`config.mk`:
```
export PLATFORM = sky130hd
export DESIGN_NAME = ins_fetch
export DESIGN_NICKNAME = d
export VERILOG_FILES = /design/src/rtl/simple_processor_pkg.sv /design/src/rtl/ins_fetch_pc_reg.sv /design/src/rtl/ins_fetch.sv
export SDC_FILE = /design/constraint.sdc
export NUM_CORES = 1
export LEC_CHECK = 0
export CAP_MARGIN = 20
export CORE_MARGIN = 10
export CORE_UTILIZATION = 44
export CTS_BUF_LIST = sky130_fd_sc_hd__clkbuf_16
export DETAILED_ROUTE_END_ITERATION = 16
export PLACE_DENSITY = 0.88
export SETUP_SLACK_MARGIN = 0.5
export SLEW_MARGIN = 20
export SYNTH_ARGS = -nofsm -noshare
export SYNTH_HDL_FRONTEND = slang
export SYNTH_SLANG_ARGS = --single-unit
```
`constraint.sdc`:
```
create_clock -name clk_i -period 3.21 [get_ports clk_i]
set_input_delay 0.642 -clock clk_i [delete_from_list [all_inputs] [get_ports clk_i]]
set_output_delay 0.642 -clock clk_i [all_outputs]
set_load 0.005 [all_outputs]
```
`src/rtl/simple_processor_pkg.sv`:
```
// Shared types and constants for the simple processor front end.
// Provides the fetch FSM state type and default widths/addresses
// used by ins_fetch and its PC register.
package simple_processor_pkg;

    // Width of one instruction word delivered by IMEM.
    localparam int INSTR_WIDTH = 32;

    // Default IMEM word-address width (PC is word-addressed).
    localparam int ADDR_WIDTH_DEF = 8;

    // Default PC value after reset and after an invalid instruction.
    localparam logic [ADDR_WIDTH_DEF-1:0] BOOT_ADDR_DEF = '0;

    // Fetch FSM states.
    typedef enum logic [1:0] {
        S_IDLE  = 2'd0,
        S_REQ   = 2'd1,
        S_VALID = 2'd2
    } fetch_state_t;

endpackage : simple_processor_pkg

```
`src/rtl/ins_fetch_pc_reg.sv`:
```
// Program counter register for the fetch stage.
// Boot-load has priority over increment; increment wraps modulo
// 2^ADDR_WIDTH so the all-ones address is followed by 0.
module pc_reg
    import simple_processor_pkg::*;
#(
    parameter int                    ADDR_WIDTH = ADDR_WIDTH_DEF,
    parameter logic [ADDR_WIDTH-1:0] BOOT_ADDR  = '0
) (
    input  logic                  i_clk,
    input  logic                  i_arst_n,
    input  logic                  i_incr,
    input  logic                  i_load_boot,
    output logic [ADDR_WIDTH-1:0] o_pc
);

    logic [ADDR_WIDTH-1:0] r_pc;

    // PC update: reboot target wins over advance, otherwise hold.
    always_ff @(posedge i_clk or negedge i_arst_n) begin
        if (!i_arst_n) begin
            r_pc <= BOOT_ADDR;
        end else if (i_load_boot) begin
            r_pc <= BOOT_ADDR;
        end else if (i_incr) begin
            r_pc <= r_pc + ADDR_WIDTH'(1);
        end
    end

    assign o_pc = r_pc;

endmodule : pc_reg

```
`src/rtl/ins_fetch.sv`:
```
// Instruction fetch stage feeding the decoder.
// Issues one outstanding IMEM read at a time, captures the returned word
// and offers it downstream with valid/ready. The decoder's valid_pc verdict
// at accept selects PC+1 or the boot address for the next fetch.
//
// Handshake: instr_o is transferred on a rising edge where
// instr_valid_o=1 and instr_ready_i=1; while valid is high and ready is
// low, instr_o and instr_valid_o hold. IMEM side: imem_req_o stays high
// until a cycle with imem_ack_i=1, whose rdata is captured on that edge.
//
// Optional build macro: INS_FETCH_TIMEOUT_EN adds a request watchdog that
// reboots the PC and pulses fetch_err_o after TIMEOUT_CYCLES unacked
// request cycles. Without it fetch_err_o is constant 0.
//
// All outputs come from registers or from the state register alone.
module ins_fetch
    import simple_processor_pkg::*;
#(
    parameter int                    ADDR_WIDTH     = ADDR_WIDTH_DEF,
    parameter logic [ADDR_WIDTH-1:0] BOOT_ADDR      = ADDR_WIDTH'(BOOT_ADDR_DEF)
`ifdef INS_FETCH_TIMEOUT_EN
    ,
    parameter int                    TIMEOUT_CYCLES = 16
`endif
) (
    input  logic                   clk_i,
    input  logic                   arst_ni,
    output logic                   imem_req_o,
    output logic [ADDR_WIDTH-1:0]  imem_addr_o,
    input  logic [INSTR_WIDTH-1:0] imem_rdata_i,
    input  logic                   imem_ack_i,
    output logic [INSTR_WIDTH-1:0] instr_o,
    output logic                   instr_valid_o,
    input  logic                   instr_ready_i,
    input  logic                   valid_pc_i,
    output logic [ADDR_WIDTH-1:0]  pc_o,
    output logic                   fetch_err_o,
    output fetch_state_t           dbg_state_o
);

    fetch_state_t           r_state;
    fetch_state_t           w_state_nxt;
    logic [INSTR_WIDTH-1:0] r_instr;
    logic [ADDR_WIDTH-1:0]  w_pc;
    logic                   w_ack_in_req;
    logic                   w_accept;
    logic                   w_timeout;
    logic                   w_pc_incr;
    logic                   w_pc_boot;

    // An ack only counts while a request is outstanding.
    assign w_ack_in_req = (r_state == S_REQ) && imem_ack_i;
    // Downstream takes the held instruction.
    assign w_accept     = (r_state == S_VALID) && instr_ready_i;

`ifdef INS_FETCH_TIMEOUT_EN
    localparam int WAIT_W = $clog2(TIMEOUT_CYCLES + 1);

    logic [WAIT_W-1:0] r_wait_cnt;
    logic              r_fetch_err;

    // Fires on the edge closing the TIMEOUT_CYCLES-th unacked request
    // cycle; an ack in that same cycle takes precedence.
    assign w_timeout = (r_state == S_REQ) && !imem_ack_i &&
                       (r_wait_cnt == WAIT_W'(TIMEOUT_CYCLES - 1));

    // Count unacked request cycles; clear on ack, timeout or leaving S_REQ.
    always_ff @(posedge clk_i or negedge arst_ni) begin
        if (!arst_ni) begin
            r_wait_cnt <= '0;
        end else if ((r_state != S_REQ) || imem_ack_i || w_timeout) begin
            r_wait_cnt <= '0;
        end else begin
            r_wait_cnt <= r_wait_cnt + WAIT_W'(1);
        end
    end

    // One-cycle error pulse following a timeout.
    always_ff @(posedge clk_i or negedge arst_ni) begin
        if (!arst_ni) begin
            r_fetch_err <= 1'b0;
        end else begin
            r_fetch_err <= w_timeout;
        end
    end

    assign fetch_err_o = r_fetch_err;
`else
    assign w_timeout   = 1'b0;
    assign fetch_err_o = 1'b0;
`endif

    // Advance on a good verdict, reboot on a bad one or on a timeout.
    assign w_pc_incr = w_accept && valid_pc_i;
    assign w_pc_boot = (w_accept && !valid_pc_i) || w_timeout;

    pc_reg #(
        .ADDR_WIDTH (ADDR_WIDTH),
        .BOOT_ADDR  (BOOT_ADDR)
    ) u_pc_reg (
        .i_clk       (clk_i),
        .i_arst_n    (arst_ni),
        .i_incr      (w_pc_incr),
        .i_load_boot (w_pc_boot),
        .o_pc        (w_pc)
    );

    // State register.
    always_ff @(posedge clk_i or negedge arst_ni) begin
        if (!arst_ni) begin
            r_state <= S_IDLE;
        end else begin
            r_state <= w_state_nxt;
        end
    end

    // Next-state logic; a timeout keeps the FSM in S_REQ.
    always_comb begin
        w_state_nxt = r_state;
        case (r_state)
            S_IDLE:  w_state_nxt = S_REQ;
            S_REQ:   if (w_ack_in_req) w_state_nxt = S_VALID;
            S_VALID: if (instr_ready_i) w_state_nxt = S_REQ;
            default: w_state_nxt = S_IDLE;
        endcase
    end

    // Outputs decoded from state only.
    always_comb begin
        imem_req_o    = 1'b0;
        instr_valid_o = 1'b0;
        case (r_state)
            S_REQ:   imem_req_o    = 1'b1;
            S_VALID: instr_valid_o = 1'b1;
            default: begin
                imem_req_o    = 1'b0;
                instr_valid_o = 1'b0;
            end
        endcase
    end

    // Capture the IMEM word on the ack edge; hold it otherwise.
    always_ff @(posedge clk_i or negedge arst_ni) begin
        if (!arst_ni) begin
            r_instr <= '0;
        end else if (w_ack_in_req) begin
            r_instr <= imem_rdata_i;
        end
    end

    assign instr_o     = r_instr;
    assign imem_addr_o = w_pc;
    assign pc_o        = w_pc;
    assign dbg_state_o = r_state;

endmodule : ins_fetch

```
==> impl_metrics.yaml <==
run_status:
  status: "finished clean"
power_and_ir_drop:
  ir_drop_v: 0.000664
  leakage_nw: 1.32
  cellPowerDensity_nw_per_um2: 934
  total_power_mw: 2.75
route:
  met2_length_um: 1830
  drc_errors: 0
  drt-pass1-iter-count: 4
  routed_wl_um: 4670
  wl_per_cell_um: 17.5
  maxUsedRoutingLayer: "met4"
  via_per_inst: 4.97
  met1_length_um: 2250
  drt-initial-drc-count: 40
  via_count: 1327
  wl_met3_um: 560
  ant_nets: 0
grt:
  antenna_found_initial: 0
  track_usage_pct: 11.9
  grt_pass1_vias: 1330
  grt_max_degree: 43
  grt_overflow_total: 0
  grt_pass1_wl_um: 7220
timing:
  hold_violations: 0
  setup_viol: 0
  setup_tns_ns: 0
  fin_crit_sh_pct: 67.7
  fin_worst_skew_ns: 0.00124
  layout_setup_ws_ns: 1.04
  clock.fmax_mhz: 460
  timing.hold.ws_ns: 0.501
  slew_viol_final: 0
  post-route-min-period_ns: 2.17
  rsz0062_at_grt: "false"
  tightest_slew_ns: 0.924
  max-slew-margin-rel_pct: 38.4
job:
  max-cap-violations: 0
synthesis:
  yosysSeqAreaShare_pct: 53.7
  synth_edf_count: 0
  synthCells: 133
  ys_async_sr_fraction_pct: 100
  synth-seq-cells: 42
  avgSynthCellArea_um2: 14.7
  yosys-top-cells-area: "dfrtp_1 54%, mux2_4 23%, buf_4 3.5%, buf_6 2.3%, nand2_1 1.3%"
  synth_top_cell_area_share_pct: 53.7
  synth_ff_type: "dfrtp_1"
  yosys.area.top_type: "dfrtp_1"
  yosys_warnings: 0
  syn_nets: 171
  netlist_area_um2: 1960
  synth_cell_types: 32
placement:
  gp_congestion: 0.725
  io_buffer_count: 88
  dp_hpwl_um: 3500
  place_ws_ns: 1.06
  place_inst: 259
critical_path:
  start_kind: "register"
  cp-end-kind: "output pin"
  crit_chain: "nor2b_1 > clkdlybuf4s50_1"
  required_ns: 2.57
  crit_family: "buffers and inverters"
  critPathMaxStageDelay_ns: 0.53
  crit_arrival_ns: 1.53
  path_buf_inv: 1
  crit_slowest_cell: "clkdlybuf4s50_1"
  cp_max_fo: 7
  path_class: "register to output pin"
clocking:
  clkTransAtPathRegs_ns: 0.06
  cts_tree: "done"
  clk_latency_ns: 0.27
  holdBufCountCts: 0
  cts_root_buf: "clkbuf_16"
  numClockSinks: 42
  postCtsSetupRepairBufs: 0
  cts_resized: 0
  cts_htree_levels: 2
  clockBufferDepth: 2
  numCtsBuffers: 5
floorplanning:
  io_pins: 90
  dieArea_um2: 7510
  die_x_um: 86.7
  start_util_pct: 45.2
  num_rows: 24
  die_y_um: 86.7
  coreArea_um2: 4320
layout:
  finalNonFillerCells: 267
  antenna_cells: 0
  final_common_cell: "clkdlybuf4s50_1"
  drive_gt1_share_pct: 20.5
  area_delta_synth_final_pct: 50.4
  multi_input_area_um2: 779
  regArea_um2: 1050
  final_nets: 252
  final_cell_mix: "87 x clkdlybuf4s50_1, 42 x dfrtp_1, 30 x mux2_4"
  num-fill-cells: 317
hold_path:
  hp-class: "input port to asynchronous set/reset pin"
flip-flops by register name, summed over array words and instances (netlist names):
signal / flops
instr_o: 32
u_pc_reg.o_pc: 8
dbg_state_o: 2
path summary, 6_finish.rpt:
kind,cells after the start,start,end,slack [ns]
worst min register to register,1,instr_o[4]$_DFFE_PN0P_,instr_o[4]$_DFFE_PN0P_,0.51
min in group clk_i,1,instr_o[4]$_DFFE_PN0P_,instr_o[4]$_DFFE_PN0P_,0.51
worst max register to register,3,dbg_state_o[0]$_DFFE_PN0P_,instr_o[18]$_DFFE_PN0P_,1.61
worst max-delay path,2,dbg_state_o[1]$_DFFE_PN0P_,instr_valid_o,1.04
worst min-delay path,1,arst_ni,instr_o[31]$_DFFE_PN0P_,0.50
max in group asynchronous,1,arst_ni,instr_o[18]$_DFFE_PN0P_,2.12
per-stage QoR:
| step | area (um^2) | util (%) |
|---|---|---|
| floorplan | 1960 | - |
| global placement | 2780 | 64.3 |
| detailed placement | 2780 | 64.3 |
| CTS | 2940 | 68.0 |
| global route | 2940 | 68.0 |
| finish | 2940 | 68.0 |
power by group:
group          internal [mW]  leakage, nW  switching [mW]  total (mW)
Sequential             0.774        0.494           0.186       0.960
Clock                  0.361       0.0864           0.184       0.545
Combinational          0.886        0.744           0.355        1.24
Total                   2.02         1.32           0.725        2.75
cell usage after synthesis (2+ instances only):
cell	n
a21oi_1	2
a221o_1	2
a22o_1	2
a22oi_1	2
and2_1	3
and4_1	2
buf_4	9
buf_6	4
dfrtp_1	42
inv_1	2
mux2_2	2
mux2_4	30
nand2_1	7
nand2b_1	2
nand3_1	2
nor3_1	2
o21ai_0	3
layer usage:
metal	global-route usage [%]	vias to the layer above
met5	0	-
met4	3.09	0
met3	6.57	3
met2	15.4	77
met1	16.5	616
li1	-	631
final cells by class:
class                      instances  share of cell area, %
multi-input combinational         75                   26.5
inverter                           2                  0.255
clock inverter                     3                   1.28
timing repair buffer              88                   29.8
sequential                        42                   35.7
clock buffer                       5                   4.25
tap                               52                   2.21
worst register-to-register path: stages, from the launching register on:
cell and delay (ns):
dfrtp_1 0.42, nor2b_4 0.16, nand2_4 0.46, mux2_2 0.43
cell families after synthesis:
logic type / share of synthesized area, %
AO/OA/AOI/OAI: 6.46
AND/OR/NAND/NOR: 8.38
flip-flops: 53.7
other: 0.192
adder cells (fa/ha/maj): 0.640
buffers and inverters: 6.40
multiplexers: 24.2
No activity file was read; power rests on OpenSTA's default activity.
